<file path="src/rtl/adc_acq_pkg.sv">
// rtl/adc_acq_pkg.sv - shared states, word tags and default widths for the acquisition sequencer
package adc_acq_pkg;

    localparam int BURST_W_DEF = 23;
    localparam int WFM_W_DEF   = 12;
    localparam int GAP_W_DEF   = 22;

    // Tags identifying which word the downstream mux emits
    localparam logic [2:0] TAG_FILL_HDR = 3'd1;
    localparam logic [2:0] TAG_WFM_HDR  = 3'd2;
    localparam logic [2:0] TAG_DATA     = 3'd3;
    localparam logic [2:0] TAG_CHECKSUM = 3'd4;

    typedef enum logic [2:0] {
        S_IDLE,
        S_FILL_HDR,
        S_WFM_HDR,
        S_DATA,
        S_POST_DATA,
        S_GAP,
        S_CHECKSUM,
        S_DONE
    } state_t;

endpackage

</file>
<file path="src/rtl/adc_acq_sequencer_if.sv">
// rtl/adc_acq_sequencer_if.sv - control, config, mux-select and FIFO strobe bundle
interface adc_acq_sequencer_if #(
    parameter int BURST_W = 23,
    parameter int WFM_W   = 12,
    parameter int GAP_W   = 22
);
    logic               acq_enable;
    logic               trigger;
    logic [BURST_W-1:0] num_fill_bursts;
    logic [WFM_W-1:0]   num_waveforms;
    logic [GAP_W-1:0]   waveform_gap;
    logic               fifo_full;
    logic               select_fill_hdr;
    logic               select_waveform_hdr;
    logic               select_dat;
    logic               select_checksum;
    logic               checksum_update;
    logic [WFM_W-1:0]   current_waveform_num;
    logic               fifo_wr_en;
    logic               acq_busy;
    logic               acq_done;
    logic               missed_trigger;
    logic               overflow;

    // Sequencer side: consumes control/config, drives mux selects and strobes
    modport master (
        input  acq_enable, trigger, num_fill_bursts, num_waveforms, waveform_gap, fifo_full,
        output select_fill_hdr, select_waveform_hdr, select_dat, select_checksum,
               checksum_update, current_waveform_num, fifo_wr_en,
               acq_busy, acq_done, missed_trigger, overflow
    );

    // Controller / mux side
    modport slave (
        output acq_enable, trigger, num_fill_bursts, num_waveforms, waveform_gap, fifo_full,
        input  select_fill_hdr, select_waveform_hdr, select_dat, select_checksum,
               checksum_update, current_waveform_num, fifo_wr_en,
               acq_busy, acq_done, missed_trigger, overflow
    );
endinterface

</file>
<file path="src/rtl/adc_acq_sequencer.sv">
// rtl/adc_acq_sequencer.sv - per-channel fill sequencer driving tagged-word mux selects and FIFO write
module adc_acq_sequencer
    import adc_acq_pkg::*;
#(
    parameter int BURST_W = BURST_W_DEF,
    parameter int WFM_W   = WFM_W_DEF,
    parameter int GAP_W   = GAP_W_DEF
) (
    input logic             clk,
    input logic             reset,
    adc_acq_sequencer_if.master bus
);

    state_t             state;
    state_t             next_state;

    logic [BURST_W-1:0] bursts_q;
    logic [WFM_W-1:0]   wfm_last_q;
    logic [GAP_W-1:0]   gap_q;
    logic [BURST_W-1:0] burst_cnt;
    logic [GAP_W-1:0]   gap_cnt;
    logic [WFM_W-1:0]   wfm_num;

    logic sel_fill_q, sel_wfm_q, sel_dat_q, sel_chk_q;
    logic cks_upd_q, wr_en_q, busy_q, done_q, missed_q, ovf_q;

    logic accept;
    logic wfm_is_last;

    assign accept      = (state == S_IDLE) && bus.trigger && bus.acq_enable;
    assign wfm_is_last = (wfm_num == wfm_last_q);

    // State register
    always_ff @(posedge clk) begin
        if (reset) state <= S_IDLE;
        else       state <= next_state;
    end

    // Next-state decode; counters hold the remaining length of the current phase
    always_comb begin
        next_state = state;
        case (state)
            S_IDLE:      if (accept) next_state = S_FILL_HDR;
            S_FILL_HDR:  next_state = S_WFM_HDR;
            S_WFM_HDR:   next_state = (bursts_q == '0) ? S_POST_DATA : S_DATA;
            S_DATA:      if (burst_cnt == BURST_W'(1)) next_state = S_POST_DATA;
            S_POST_DATA: begin
                if (wfm_is_last)      next_state = S_CHECKSUM;
                else if (gap_q != '0) next_state = S_GAP;
                else                  next_state = S_WFM_HDR;
            end
            S_GAP:       if (gap_cnt == GAP_W'(1)) next_state = S_WFM_HDR;
            S_CHECKSUM:  next_state = S_DONE;
            S_DONE:      next_state = S_IDLE;
            default:     next_state = S_IDLE;
        endcase
    end

    // Config latch on acceptance, burst/gap down-counters and waveform index
    always_ff @(posedge clk) begin
        if (reset) begin
            bursts_q   <= '0;
            wfm_last_q <= '0;
            gap_q      <= '0;
            burst_cnt  <= '0;
            gap_cnt    <= '0;
            wfm_num    <= '0;
        end else begin
            if (accept) begin
                bursts_q   <= bus.num_fill_bursts;
                wfm_last_q <= (bus.num_waveforms == '0) ? '0 : bus.num_waveforms - WFM_W'(1);
                gap_q      <= bus.waveform_gap;
                wfm_num    <= '0;
            end
            if (state == S_WFM_HDR)   burst_cnt <= bursts_q;
            else if (state == S_DATA) burst_cnt <= burst_cnt - BURST_W'(1);
            if (state == S_POST_DATA && !wfm_is_last) begin
                wfm_num <= wfm_num + WFM_W'(1);
                gap_cnt <= gap_q;
            end else if (state == S_GAP) begin
                gap_cnt <= gap_cnt - GAP_W'(1);
            end
        end
    end

    // Registered Moore outputs aligned with the state; write strobe trails selects by one clk
    always_ff @(posedge clk) begin
        if (reset) begin
            sel_fill_q <= 1'b0;
            sel_wfm_q  <= 1'b0;
            sel_dat_q  <= 1'b0;
            sel_chk_q  <= 1'b0;
            cks_upd_q  <= 1'b0;
            wr_en_q    <= 1'b0;
            busy_q     <= 1'b0;
            done_q     <= 1'b0;
            missed_q   <= 1'b0;
            ovf_q      <= 1'b0;
        end else begin
            sel_fill_q <= (next_state == S_FILL_HDR);
            sel_wfm_q  <= (next_state == S_WFM_HDR);
            sel_dat_q  <= (next_state == S_DATA);
            sel_chk_q  <= (next_state == S_CHECKSUM);
            cks_upd_q  <= (next_state == S_DATA);
            busy_q     <= (next_state != S_IDLE);
            done_q     <= (next_state == S_DONE);
            wr_en_q    <= sel_fill_q | sel_wfm_q | sel_dat_q | sel_chk_q;
            missed_q   <= bus.trigger && (state != S_IDLE);
            ovf_q      <= ovf_q | (wr_en_q & bus.fifo_full);
        end
    end

    assign bus.select_fill_hdr      = sel_fill_q;
    assign bus.select_waveform_hdr  = sel_wfm_q;
    assign bus.select_dat           = sel_dat_q;
    assign bus.select_checksum      = sel_chk_q;
    assign bus.checksum_update      = cks_upd_q;
    assign bus.current_waveform_num = wfm_num;
    assign bus.fifo_wr_en           = wr_en_q;
    assign bus.acq_busy             = busy_q;
    assign bus.acq_done             = done_q;
    assign bus.missed_trigger       = missed_q;
    assign bus.overflow             = ovf_q;

endmodule

</file>
<file path="src/flat_wrapper.sv">
// flat-port wrapper written by rule: the top's interface ports become plain ports
module adc_acq_sequencer_flat import adc_acq_pkg::*;
#(
    parameter int BURST_W = BURST_W_DEF,
    parameter int WFM_W   = WFM_W_DEF,
    parameter int GAP_W   = GAP_W_DEF
)
  (clk, reset, bus_acq_enable, bus_trigger, bus_num_fill_bursts, bus_num_waveforms, bus_waveform_gap, bus_fifo_full, bus_select_fill_hdr, bus_select_waveform_hdr, bus_select_dat, bus_select_checksum, bus_checksum_update, bus_current_waveform_num, bus_fifo_wr_en, bus_acq_busy, bus_acq_done, bus_missed_trigger, bus_overflow);
  adc_acq_sequencer_if #(.BURST_W(BURST_W), .WFM_W(WFM_W), .GAP_W(GAP_W)) bus_i ();
  input logic clk;
  input logic reset;
  input wire logic [$bits(bus_i.acq_enable)-1:0] bus_acq_enable;
  input wire logic [$bits(bus_i.trigger)-1:0] bus_trigger;
  input wire logic [$bits(bus_i.num_fill_bursts)-1:0] bus_num_fill_bursts;
  input wire logic [$bits(bus_i.num_waveforms)-1:0] bus_num_waveforms;
  input wire logic [$bits(bus_i.waveform_gap)-1:0] bus_waveform_gap;
  input wire logic [$bits(bus_i.fifo_full)-1:0] bus_fifo_full;
  output wire logic [$bits(bus_i.select_fill_hdr)-1:0] bus_select_fill_hdr;
  output wire logic [$bits(bus_i.select_waveform_hdr)-1:0] bus_select_waveform_hdr;
  output wire logic [$bits(bus_i.select_dat)-1:0] bus_select_dat;
  output wire logic [$bits(bus_i.select_checksum)-1:0] bus_select_checksum;
  output wire logic [$bits(bus_i.checksum_update)-1:0] bus_checksum_update;
  output wire logic [$bits(bus_i.current_waveform_num)-1:0] bus_current_waveform_num;
  output wire logic [$bits(bus_i.fifo_wr_en)-1:0] bus_fifo_wr_en;
  output wire logic [$bits(bus_i.acq_busy)-1:0] bus_acq_busy;
  output wire logic [$bits(bus_i.acq_done)-1:0] bus_acq_done;
  output wire logic [$bits(bus_i.missed_trigger)-1:0] bus_missed_trigger;
  output wire logic [$bits(bus_i.overflow)-1:0] bus_overflow;
  assign bus_i.acq_enable = bus_acq_enable;
  assign bus_i.trigger = bus_trigger;
  assign bus_i.num_fill_bursts = bus_num_fill_bursts;
  assign bus_i.num_waveforms = bus_num_waveforms;
  assign bus_i.waveform_gap = bus_waveform_gap;
  assign bus_i.fifo_full = bus_fifo_full;
  assign bus_select_fill_hdr = bus_i.select_fill_hdr;
  assign bus_select_waveform_hdr = bus_i.select_waveform_hdr;
  assign bus_select_dat = bus_i.select_dat;
  assign bus_select_checksum = bus_i.select_checksum;
  assign bus_checksum_update = bus_i.checksum_update;
  assign bus_current_waveform_num = bus_i.current_waveform_num;
  assign bus_fifo_wr_en = bus_i.fifo_wr_en;
  assign bus_acq_busy = bus_i.acq_busy;
  assign bus_acq_done = bus_i.acq_done;
  assign bus_missed_trigger = bus_i.missed_trigger;
  assign bus_overflow = bus_i.overflow;
  adc_acq_sequencer #(.BURST_W(BURST_W), .WFM_W(WFM_W), .GAP_W(GAP_W)) u_core (.clk(clk), .reset(reset), .bus(bus_i));
endmodule
</file>
<file path="config.mk">
export PLATFORM = sky130hd
export DESIGN_NAME = adc_acq_sequencer_flat
export DESIGN_NICKNAME = d
export VERILOG_FILES = /design/src/rtl/adc_acq_pkg.sv /design/src/rtl/adc_acq_sequencer_if.sv /design/src/rtl/adc_acq_sequencer.sv /design/src/flat_wrapper.sv
export SDC_FILE = /design/constraint.sdc
export NUM_CORES = 1
export LEC_CHECK = 0
export BUFFER_PORTS_ARGS = -buffer_cell sky130_fd_sc_hd__buf_4
export CORE_AREA = 10 10 117 119
export CTS_CLUSTER_DIAMETER = 30
export DETAILED_ROUTE_END_ITERATION = 7
export DIE_AREA = 0 0 127 129
export PLACE_DENSITY = 0.83
export SLEW_MARGIN = 20
export SYNTH_ARGS = -nofsm -noshare
export SYNTH_HDL_FRONTEND = slang
export SYNTH_SLANG_ARGS = --single-unit
</file>
<file path="constraint.sdc">
create_clock -name clk -period 5.4 [get_ports clk]
set_input_delay 0 -clock clk [delete_from_list [all_inputs] [get_ports clk]]
set_output_delay 0 -clock clk [all_outputs]
set_load 0.05 [all_outputs]
</file>
; ---- After elaboration in Yosys (flattened, before gate mapping)
; Cells that the tools add are included.
[totals]
ff_bits = 126
in_bits = 62
out_inout_bits = 22
wordCells = 68
[classes]
add_sub_neg = 4
eq_ne = 15
mux = 14
bitwise = 5
n_reduce_logical = 14
[op_table]
columns = operator, n
row1 = $mux W23, 2
row2 = $mux W22, 2
row3 = $mux W12, 3
row4 = $pmux W3 S8, 1
row5 = $eq A23 B1 Y1 const B, 1
row6 = $logic_not A23 Y1, 1
row7 = $sub A23 B1 Y23 const B, 1
row8 = $eq A22 B1 Y1 const B, 1
row9 = $reduce_bool A22 Y1, 1
row10 = $sub A22 B1 Y22 const B, 1
row11 = $eq A3 B3 Y1 const B, 6
row12 = $mux W3, 6
row13 = $add A12 B1 Y12 const B, 1
row14 = $eq A12 B12 Y1, 1
row15 = $eq A3 B2 Y1 const B, 4
row16 = $logic_not A12 Y1, 1
row17 = $sub A12 B1 Y12 const B, 1
row18 = $eq A3 B1 Y1 const B, 2
row19 = $reduce_bool A2 Y1, 3
row20 = $reduce_bool A3 Y1, 2
row21 = $logic_and A1 B1 Y1, 4
row22 = $or A1 B1 Y1, 4
row23 = $logic_not A3 Y1, 1
row24 = $and A1 B1 Y1, 1
row25 = $logic_not A1 Y1, 1

; ---- Depth between registers and ports, before layout
; Gate-level depths: netlist of run 1.
[logic_depth]
ltp_word = 6
mapped_depth = 9
depth_no_buf = 8

; ---- Worst setup path before layout of run 1
; No wires, ideal clock.
[synth_path]
path_kind = reg2reg
start = reg u_core.wfm_num[0] (netlist: u_core.bus.current_waveform_num[0])
end = reg u_core.gap_cnt[10]
setup_time_ns = 0.129
arrival_ns = 2.166
t_required_ns = 5.271
path_slack_ns = 3.106
stages_incl_launch_ff = 9
path_buffers = 2
period_less_slack_ns = 2.294
path_cell_list = dfxtp_1 xor2_1 nor4_1 and3_1 clkbuf_1 nor2_1 clkbuf_1 a211oi_1 nor2_1
[synth_via]
elab_chain_len = 4
word_cells_on_any_way = 5
classes_between = eq/ne (1) / mux (1) / reduce/logical (3)
[synth_rtl]
columns = item, line
row1 = "start, declared", adc_acq_sequencer.sv:22  ; logic [WFM_W-1:0] wfm_num;
row2 = "start signal, assigned", adc_acq_sequencer.sv:78  ; wfm_num <= wfm_num + WFM_W'(1);
row3 = $eq A12 B12 Y1 (*), adc_acq_sequencer.sv:31  ; assign wfm_is_last = (wfm_num == wfm_last_q);
row4 = $logic_not A1 Y1 (*), adc_acq_sequencer.sv:77  ; if (state == S_POST_DATA && !wfm_is_last) begin
row5 = $logic_and A1 B1 Y1 (*), adc_acq_sequencer.sv:77
row6 = $mux W22 or $reduce_bool A2 Y1 (tied branches), -
row7 = "end signal, assigned", adc_acq_sequencer.sv:79  ; gap_cnt <= gap_q;
row8 = "end signal, assigned", adc_acq_sequencer.sv:81  ; gap_cnt <= gap_cnt - GAP_W'(1);
row9 = "end, declared", adc_acq_sequencer.sv:21  ; logic [GAP_W-1:0] gap_cnt;
; Mark *: on every way between the ends. The rest lies on a longest branch, timed or not.
; A chain may end at the register's enable or synchronous reset.

; ---- Final worst setup path of run 1
[layout_path]
start = reg u_core.state[0]
end = reg u_core.bursts_q[7]
[layout_via]
elab_chain_len = 3
[layout_rtl]
columns = item, line
row1 = "start, declared", adc_acq_sequencer.sv:14  ; state_t state;
row2 = "start signal, assigned", adc_acq_sequencer.sv:36  ; else state <= next_state;
row3 = $logic_not A3 Y1, adc_acq_sequencer.sv:30  ; assign accept = (state == S_IDLE) && bus.trigger && bus.acq_enable;
row4 = $logic_and A1 B1 Y1 (2 in series), adc_acq_sequencer.sv:30
row5 = "end signal, assigned", adc_acq_sequencer.sv:70  ; bursts_q <= bus.num_fill_bursts;
row6 = "end, declared", adc_acq_sequencer.sv:17  ; logic [BURST_W-1:0] bursts_q;
; Every way passes these cells.

==> impl_results.md, run 1 <==
- Slew margin rel.: 29.7%
- Drt pass-1 iters: 7
- Syn Nets: 837
- Port buffer count: 83
- Max VDD drop: roughly 0.45 mV
- Largest area contributor in the synthesized netlist: dfxtp_1
- Drt drc: 0
- Seq pwr share: 32.7%
- Power Dens Cells: about 490 nW/µm²
- Hold crit path type: in2reg
- Total CTS buffers: 17
- Synth async-reset ratio: 0%
- Sequential share of the synthesized area: 41.6%
- Synth-to-layout area growth: 31.4%
- Crit path buffers/inverters: 2
- Internal: 2370 µW
- Sw power: 1520 µW
- Dpl ws: 2.79 ns
- Clock Sink Count: 126
- Die ar.: 16,400 µm²
- Dpl hpwl: 10,800 µm
- Wirelength per Cell: around 17 µm
- Library cells used by synthesis: 62
- Worst hold margin: 0.0409 ns
- Synth area leaders: dfxtp_1, nand2_1, a21oi_1, nor2_1, nor3_1
- Clock share of power: 28.2%
- Reg2Reg Setup Slack: between 2 and 2.5 ns
- Crit end category: register
- CP max FO: 54
- Post-Synthesis Cells: a little under 800
- Initial antenna violation count: 1
- Placed insts: approximately 950
- # rows: 39
- Skew-Pair Late Insertion Delay: 0.42 ns
- Tcrit/Tclk final: 54.1%
- # nets final: 966
- Gate power share: 39.1%
- First-pass GRT wire length: 28,600 µm
- Clock Path Buffers: 2
- Die height: 129 µm
- H-tree depth: 4
- #FFs+latches synth: 126
- Yosys top cell area share: 41.6%
- Post-Synthesis Cell Area: 6070 µm²
- CP top delay family: simple AND/OR/NAND/NOR gates
- GRT Overall Usage: 21.1%
- Final Power: 3890 µW
- Yosys warns: 0
- Most instantiated library cell after synthesis: nand2_1
- I/O pin count: 84
- Largest net degree at the start of global routing: 91
- Slowest CP cell: and3_2
- Fraction of layout cells with a size suffix above 1: 15.3%
- Number of synthesized flops with an enable pin: 0
- Gpl congestion: about 0.85
- Die W: approximately 130 µm
- Clock Skews: 0.00926 ns
- Total number of vias: 6,194
- Wirelength, routed: 17,600 µm
- Finished Layout Cells: 1,055
- Top FF cell, synth: dfxtp_1
- Slew Limit Fails: 0
- Post-DR vias/cell: 5.87
- RSZ-0062 raised after global routing: no
- Fmax: 0.342 GHz
- Root Driver: clkbuf_16
- Worst slew pin tran: 1.05 ns
- Switching Share: 39.0%
- CP max stage delay: 0.97 ns
- Startpoint types: register
- Final ANT Viol Nets: 0
- Remaining Overflow, GRT: 0
- Worst path required time: about 5.8 ns
- Worst setup path class: reg2reg
- Post-layout minimum cycle time: 2.92 ns
- Vias in the first global route: roughly 5,800
- Arr. time, crit path: 3.28 ns
- Max cap viols: 0
- Fin. Hold Viols: 0
- Final worst slack: 2.48 ns
- Starting DRT DRC Count: about 750
- Post-synth top cells: nand2_1, dfxtp_1, a21oi_1
- Sum of negative setup slack: 0 ns
- Clock Pin Slew Worst Setup and Hold Paths: 0.06 ns
- Core ar.: 11,300 µm²
- PostCTS Resize Cnt: 0
- Initial Util: about 54%
- TritonCTS clock tree: yes
- Cell Chain, Critical Path: buf_4, nor3_1, and3_2, nand2_1, a21oi_1, dlygate4sd3_1
- Leak: 0.00315 µW
- Syn avg cell area: 7.89 µm²
- Outcome: completed
- FILL cells: 879
- Setup violators final: 0
==> metal layers <==
layer | up-vias | global-route usage [%] | part of all wire (%)
met3 | 41 | 5.09 | 5.6
met1 | 2890 | 25.1 | 42
met2 | 225 | 35.6 | 50
met4 | 0 | 9.31 | 2.3
met5 | - | 0 | 0
li1 | 3038 | - | -
==> flip-flops by register name, summed over array words and instances (netlist names), 3 cells and up <==
| signal | flops |
|---|---|
| u_core.burst_cnt | 23 |
| u_core.bursts_q | 23 |
| u_core.bus.current_waveform_num | 12 |
| u_core.gap_cnt | 22 |
| u_core.gap_q | 22 |
| u_core.state | 3 |
| u_core.wfm_last_q | 12 |
==> power by group through the flow <==
stage	registers (µW)	clock network (µW)	logic (µW)
after floorplan	1300	0	1080
after global placement	1280	0	1410
after detailed placement	1280	0	1430
after CTS	1270	1100	1490
after global routing	1290	1140	1670
final	1270	1100	1520
==> cells by family (layout without fill, tap and decap cells) <==
family | count (synthesis) | in the layout | share of synthesized area [%]
compound gates | 204 | 204 | 21.0
flops | 126 | 126 | 41.6
simple gates | 341 | 341 | 27.5
fa+ha+maj | 6 | 6 | 1.24
buf+inv | 64 | 205 | 4.39
other cells | 0 | 2 | 0
xor+xnor | 22 | 22 | 3.18
mux | 6 | 6 | 1.09
==> worst paths after layout <==
path,from,to,cells past startpoint
setup / recovery,u_core.state[0],u_core.bursts_q[7],6
hold / removal,bus_num_waveforms[5],u_core.wfm_last_q[5],4
setup reg to reg,u_core.state[0],u_core.bursts_q[7],6
hold reg to reg,u_core.bursts_q[17],u_core.bursts_q[17],2
==> final cells by class <==
class	instances	area, µm²	share of cell area [%]
multi-input combinational	579	3280	41.2
sequential	126	2520	31.6
timing repair buffer	158	1360	17.1
clock buffer	24	472	5.92
tap	143	179	2.24
clock inverter	7	87.6	1.10
inverter	16	60.1	0.753
antenna	2	5.00	0.0628
==> worst register-to-register path, delay by kind of cell (launching register included) <==
| kind | cells | cell delay (ns) |
|---|---|---|
| compound gates | 1 | 0.17 |
| buf+inv | 2 | 0.84 |
| simple gates | 3 | 1.56 |
| flops | 1 | 0.29 |
==> through the flow <==
step | cell area, µm² | util (%)
2_1_floorplan | 6070 | -
3_3_place_gp | 6710 | 59.2
3_5_place_dp | 6710 | 59.2
4_1_cts | 7970 | 70.4
5_1_grt | 7970 | 70.4
6_report | 7970 | 70.4
==> placed cells by master (no fill, tap or decap), drive strengths merged, types with 4 or more instances in the layout <==
cell type / instances
mux2: 5
xor2: 18
o21ai: 18
o211ai: 8
nor4: 24
dfxtp: 126
inv: 16
or3: 8
nor2: 73
a21oi: 93
nand3: 18
xnor2: 4
a211oi: 15
dlygate4sd3: 70
o31ai: 8
nor3: 34
buf: 88
o32ai: 5
ha: 6
nor3b: 8
clkbuf: 24
a31oi: 12
nand2: 127
o22ai: 6
a22oi: 15
or4: 13
and3: 10
nand4: 7
clkinv: 4
==> what timing repair did <==
item,CTS,global route
buffers inserted,0,0
hold buffers,70,0
hold endpoints to repair,63,0
(Power assumes the default switching activity.)
==> run 2, diff against run 1 <==
==> constraint.sdc (replaced) <==
create_clock -name clk -period 2.7 [get_ports clk]
set_input_delay 0 -clock clk [delete_from_list [all_inputs] [get_ports clk]]
set_output_delay 0 -clock clk [all_outputs]
set_load 0.05 [all_outputs]
==> run 2 against run 1 <==
  * Total power is 120% higher
  * Via count is 1.1% higher
  * Critical path depth is 1 lower
  * Highest routed layer unchanged
  * Global-route usage is 0.22 points higher
  * Sequential share of layout area is 0.65 points lower
  * Setup slack worse by 2.3 ns
  * Critical path type unchanged
  * Clock skew hardly changed
  * Largest cell class unchanged
==> impl_results.md, run 2 (same netlist as run 1, synthesis figures left out) <==
- Skew-Pair Late Insertion Delay: 0.42 ns (about the same)
- FF-to-FF path depth: 5 (-1)
- RSZ-0062 raised after global routing: no
- Most frequent cells in the layout: nand2_1, dfxtp_1, buf_4
- Switching Share: 36.4% (-2.6 points)
- TritonCTS clock tree: yes
- Total CTS buffers: 17 (unchanged)
- Hold crit path type: in2reg
- Fraction of layout cells with a size suffix above 1: 17.2% (+1.9 points)
- Worst slew pin tran: 0.988 ns (-0.0656 ns)
- Total number of vias: 6,260 (+1.1%)
- Post-DR vias/cell: 5.92 (+0.87%)
- Seq pwr share: 29.9% (-2.8 points)
- # nets final: 968 (+0.21%)
- H-tree depth: 4 (unchanged)
- Worst setup path class: reg2reg
- Crit end category: register
- CP max FO: 4 (-93%)
- Sw power: 3120 µW (+110%)
- Die height: 129 µm (unchanged)
- Clock share of power: 33.6% (+5.4 points)
- Remaining Overflow, GRT: 0 (unchanged)
- CP top delay family: simple AND/OR/NAND/NOR gates
- Hold buffers post-CTS: 58 (-17%)
- PostCTS Resize Cnt: 0 (unchanged)
- Port buffer count: 83 (unchanged)
- Initial antenna violation count: 0 (-1)
- Slew margin rel.: 34.1% (+4.4 points)
- Synth-to-layout area growth: 34.1%
- Post-layout minimum cycle time: 2.49 ns (-0.431 ns)
- Hold path cells: 4 (unchanged)
- Cell Chain, Critical Path: or4_1, nor4_1, a21boi_0, o31ai_1, o21ai_0
- Clock Skews: 0.00884 ns (-0.000427 ns)
- Wirelength per Cell: 17.0 µm (+1.8%)
- Gpl congestion: 0.910 (+7.0%)
- Startpoint types: register
- Slowest CP cell: or4_1
- Wirelength, routed: 17,900 µm (+2.0%)
- Clock Sink Count: 126 (unchanged)
- First-pass GRT wire length: 29,100 µm (+1.8%)
- Sum of negative setup slack: 0 ns (unchanged)
- Clock Pin Slew Worst Setup and Hold Paths: 0.05 ns (about the same)
- FILL cells: 880 (+0.11%)
- Max VDD drop: 0.862 mV (+90%)
- Slew Limit Fails: 0 (unchanged)
- # rows: 39 (unchanged)
- Largest net degree at the start of global routing: 93 (+2.2%)
- Drt pass-1 iters: 5 (-2)
- Gate power share: 36.4% (-2.7 points)
- Reg2Reg Setup Slack: 0.21 ns (-2.27 ns)
- I/O pin count: 84 (unchanged)
- Root Driver: clkbuf_16
- Outcome: completed
- Power Dens Cells: 1050 nW/µm² (+120%)
- Fin. Hold Viols: 0 (unchanged)
- Crit path buffers/inverters: 0 (-2)
- Dpl ws: 0.362 ns (-2.43 ns)
- Tcrit/Tclk final: 92.3% (+38 points)
- Worst Hold Path EP: u_core.wfm_last_q[2]
- Setup violators final: 0 (unchanged)
- Final worst slack: 0.209 ns (-2.27 ns)
- Vias in the first global route: 6,027 (+3.6%)
- Arr. time, crit path: 2.73 ns (-0.55 ns)
- Die ar.: 16,400 µm² (unchanged)
- Max cap viols: 0 (unchanged)
- Hold Startpoint: bus_num_waveforms[2]
- Initial Util: 53.6% (unchanged)
- Biggest regs: u_core.burst_cnt (23), u_core.bursts_q (23)
- Fmax: 0.401 GHz (+17%)
- CP max stage delay: 0.55 ns (-0.42 ns)
- Clock Path Buffers: 2 (unchanged)
- Postcts setup bufs: 0 (unchanged)
- Leak: 0.00322 µW (+2.4%)
- Die W: 127 µm (unchanged)
- GRT Overall Usage: 21.4% (+0.22 points)
- Commonest non-fill, non-tap cell in the layout: nand2_1
- Core ar.: 11,300 µm² (unchanged)
- Worst path required time: 2.94 ns (-2.82 ns)
- R2r endpoint: u_core.bus.acq_busy
- Starting DRT DRC Count: 632 (-16%)
- Worst r2r src: u_core.gap_q[5]
- Final ANT Viol Nets: 0 (unchanged)
- Internal: 5440 µW (+130%)
- Dpl hpwl: 11,000 µm (+2.4%)
- Drt drc: 0 (unchanged)
run 2: power groups by stage:
stage | clock (µW) | combinational [µW] | sequential, µW
3_3_place_gp | 0 | 2880 | 2570
3_5_place_dp | 0 | 2920 | 2580
4_1_cts | 2890 | 3050 | 2550
5_1_grt | 2980 | 3400 | 2600
6_report | 2880 | 3120 | 2560
2_1_floorplan | 0 | 2170 | 2610
run 2: worst max-delay path by stage:
stage,start,end,slack (ns),cells past startpoint
final,u_core.gap_q[5],u_core.bus.acq_busy,0.21,5
after global routing,u_core.state[0],u_core.bus.acq_busy,0.14,7
after CTS,u_core.burst_cnt[16],u_core.bus.acq_busy,0.28,6
after detailed placement,u_core.gap_q[5],u_core.bus.select_checksum,0.36,5
after global placement,u_core.gap_q[5],u_core.bus.select_checksum,0.39,5
after floorplan,u_core.bus.current_waveform_num[0],u_core.gap_cnt[10],0.41,8
run 2: routing by layer:
metal / up-vias / global-route usage, % / routed length, µm / part of all wire, %
li1: 3049 / - / - / -
met1: 2955 / 25.3 / 7630 / 43
met4: 0 / 10.0 / 589 / 3.3
met2: 207 / 35.8 / 8780 / 49
met3: 49 / 5.17 / 948 / 5.3
met5: - / 0 / 0 / 0
run 2: cell type report:
class                   instances  area (µm²)  area share [%]
inverters                      16        60.1           0.738
well taps                     143         179            2.20
repair buffers                160        1350            16.5
clock buffers                  21         460            5.66
diodes                          1        2.50          0.0308
multi-input cells             579        3280            40.4
clock inverters                11         283            3.47
flip-flops and latches        126        2520            31.0
run 2: worst register-to-register path, cell delays in order, from the launching register on:
cell	delay, ns
dfxtp_1	0.32
or4_1	0.55
nor4_1	0.54
a21boi_0	0.19
o31ai_1	0.48
o21ai_0	0.23
run 2: per-stage QoR:
| stage | hold WS [ns] | instance area (µm²) | cells | utilization [%] | power [µW] |
|---|---|---|---|---|---|
| 6_report | 0.0292 | 8140 | 1057 | 71.9 | 8560 |
| 5_1_grt | 0.0418 | 8140 | 1056 | 71.9 | 8990 |
| 4_1_cts | 0.0195 | 8140 | 1056 | 71.9 | 8480 |
| 3_5_place_dp | 0.233 | 6810 | 966 | 60.2 | 5500 |
| 3_3_place_gp | 0.227 | 6810 | 966 | 60.2 | 5450 |
| 2_1_floorplan | 0.136 | 6070 | 769 | - | 4770 |
==> run 3, diff against run 2 <==
--- a/config.mk
+++ b/config.mk
@@ -10,6 +10,7 @@
 export CTS_CLUSTER_DIAMETER = 30
 export DETAILED_ROUTE_END_ITERATION = 7
 export DIE_AREA = 0 0 127 129
+export GPL_TIMING_DRIVEN = 0
 export PLACE_DENSITY = 0.83
 export SLEW_MARGIN = 20
 export SYNTH_ARGS = -nofsm -noshare
==> run 3 against run 2 <==
  * Sequential cell count is the same
  * Non-clock buffer count grew 26
  * Maximum frequency shrank 2.1%
  * Setup slack lost 0.055 ns
  * Clock-buffer cell count shrank 1
  * Register-to-register slack lost 0.05 ns
  * Critical path type unchanged
  * Largest power group unchanged
==> impl_results.md, run 3 (same netlist as run 1, synthesis figures left out) <==
- Outcome: completed
- Dpl ws: 0.116 ns (-0.246 ns)
- Core ar.: 11,300 µm² (unchanged)
- Root Driver: clkbuf_16
- Wirelength, routed: 19,200 µm (+6.9%)
- Commonest non-fill, non-tap cell in the layout: nand2_1
- Gpl congestion: 0.937 (+2.9%)
- Placed insts: 994 (+2.9%)
- Crit end category: register
- Final worst slack: 0.154 ns (-0.0546 ns)
- Initial Util: 53.6% (unchanged)
- Startpoint types: register
- # nets final: 994 (+2.7%)
- Worst slew pin tran: 0.764 ns (-0.224 ns)
- CP max FO: 10 (+6)
- Worst hold margin: 0.0163 ns (-0.0129 ns)
- Port buffer count: 82 (-1.2%)
- Clock Pin Slew Worst Setup and Hold Paths: 0.06 ns (about the same)
- RSZ-0062 raised after global routing: no
- Max VDD drop: 0.864 mV (+0.30%)
- TritonCTS clock tree: yes
- Worst setup path class: reg2reg
- GRT Overall Usage: 22.4% (+1.0 points)
- Fin. Hold Viols: 0 (unchanged)
- Tcrit/Tclk final: 94.3% (+2.0 points)
- Power Dens Cells: 1030 nW/µm² (-2.2%)
- # diodes: 0 (-1)
- Wirelength per Cell: 17.7 µm (+4.4%)
- Total CTS buffers: 17 (unchanged)
- Vias in the first global route: 6,069 (+0.70%)
- First-pass GRT wire length: 30,400 µm (+4.5%)
- Remaining Overflow, GRT: 0 (unchanged)
- FILL cells: 885 (+0.57%)
- I/O pin count: 84 (unchanged)
- Max cap viols: 0 (unchanged)
- Dpl hpwl: 12,600 µm (+14%)
- Skew-Pair Late Insertion Delay: 0.42 ns (about the same)
- Slew Limit Fails: 0 (unchanged)
- Drt pass-1 iters: 5 (unchanged)
- Post-layout minimum cycle time: 2.55 ns (+0.0546 ns)
- Die height: 129 µm (unchanged)
- Drt drc: 0 (unchanged)
- Initial antenna violation count: 0 (unchanged)
- Fmax: 0.393 GHz (-2.1%)
- Die ar.: 16,400 µm² (unchanged)
- Final ANT Viol Nets: 0 (unchanged)
- Total number of vias: 6,497 (+3.8%)
- Clock Path Buffers: 2 (unchanged)
- Clock Sink Count: 126 (unchanged)
- Most frequent cells in the layout: nand2_1, dfxtp_1, a21oi_1
- # rows: 39 (unchanged)
- Hold crit path type: in2reg
- Biggest regs: u_core.burst_cnt (23), u_core.bursts_q (23)
- Worst path required time: 3.01 ns (+0.07 ns)
- Finished Layout Cells: 1,082 (+2.4%)
- Largest net degree at the start of global routing: 17 (-82%)
- H-tree depth: 4 (unchanged)
- Fraction of layout cells with a size suffix above 1: 15.8% (-1.4 points)
- Synth-to-layout area growth: 33.4%
- Die W: 127 µm (unchanged)
- Setup violators final: 0 (unchanged)
- Slew margin rel.: 48.9% (+15 points)
- Post-DR vias/cell: 6.00 (+1.4%)
- Leak: 0.00315 µW (-2.2%)
- Arr. time, crit path: 2.86 ns (+0.13 ns)
- Clock Skews: 0.00931 ns (+0.000478 ns)
- Starting DRT DRC Count: 730 (+16%)
- Sum of negative setup slack: 0 ns (unchanged)
## run 3: cell count changes in the layout (fill, tap and decap cells not counted), moves of 3 or more
cell       before  now
bufinv_16       9    4
buf_1           0    4
buf_4         102   83
clkbuf_1        2   39
clkinv_4        0    3
## run 3: layout make-up
type	instances	area [µm²]	area share, %
plain buffers	48	208	2.57
clock buffers	20	457	5.64
clock inverters	12	184	2.27
inverters	16	60.1	0.742
multi-input cells	579	3310	40.9
flip-flops and latches	126	2520	31.2
well taps	143	179	2.21
repair buffers	138	1180	14.5
## run 3: power by group
group / internal (µW) / switching (µW)
Sequential: 2200 / 329
Clock: 1600 / 883
Combinational: 1220 / 2080
Total: 5030 / 3290
## run 3: what timing repair did
item | 4_1_cts | 5_1_grt
setup endpoints to repair | 0 | 38
setup buffers | 0 | 0
hold buffers | 56 | 0
gates resized for setup | 0 | 8
endpoints found under the hold margin | 55 | 0
## run 3: per-layer routing
layer / GRT usage, % / vias up / routed length (µm)
li1: - / 3092 / -
met1: 27.1 / 3054 / 8010
met2: 38.5 / 307 / 9360
met3: 4.85 / 44 / 1410
met4: 7.97 / 0 / 404
met5: 0 / - / 0
## run 3: final timing paths
check	startpoint	to	slack, ns	cells after the start
max	u_core.state[1]	u_core.bus.current_waveform_num[6]	0.15	7
min	bus_num_waveforms[5]	u_core.wfm_last_q[5]	0.02	4
max reg2reg	u_core.state[1]	u_core.bus.current_waveform_num[6]	0.15	7
min reg2reg	u_core.gap_q[6]	u_core.gap_q[6]	0.47	2
## run 3: metrics by stage
stage | power, µW | utilization (%) | area [µm²]
finish | 8320 | 71.5 | 8090
global placement | 5560 | 60.6 | 6860
detailed placement | 5600 | 60.6 | 6860
CTS | 8160 | 71.2 | 8060
floorplan | 4770 | - | 6070
global route | 8710 | 71.5 | 8090
## run 3: worst max-delay path, stage by stage (launching register included)
cell      delay, ns
dfxtp_1        0.30
clkbuf_1       0.20
nor3_2         0.40
and3_1         0.20
clkbuf_1       0.47
clkbuf_1       0.45
nor3b_1        0.13
mux2_2         0.29
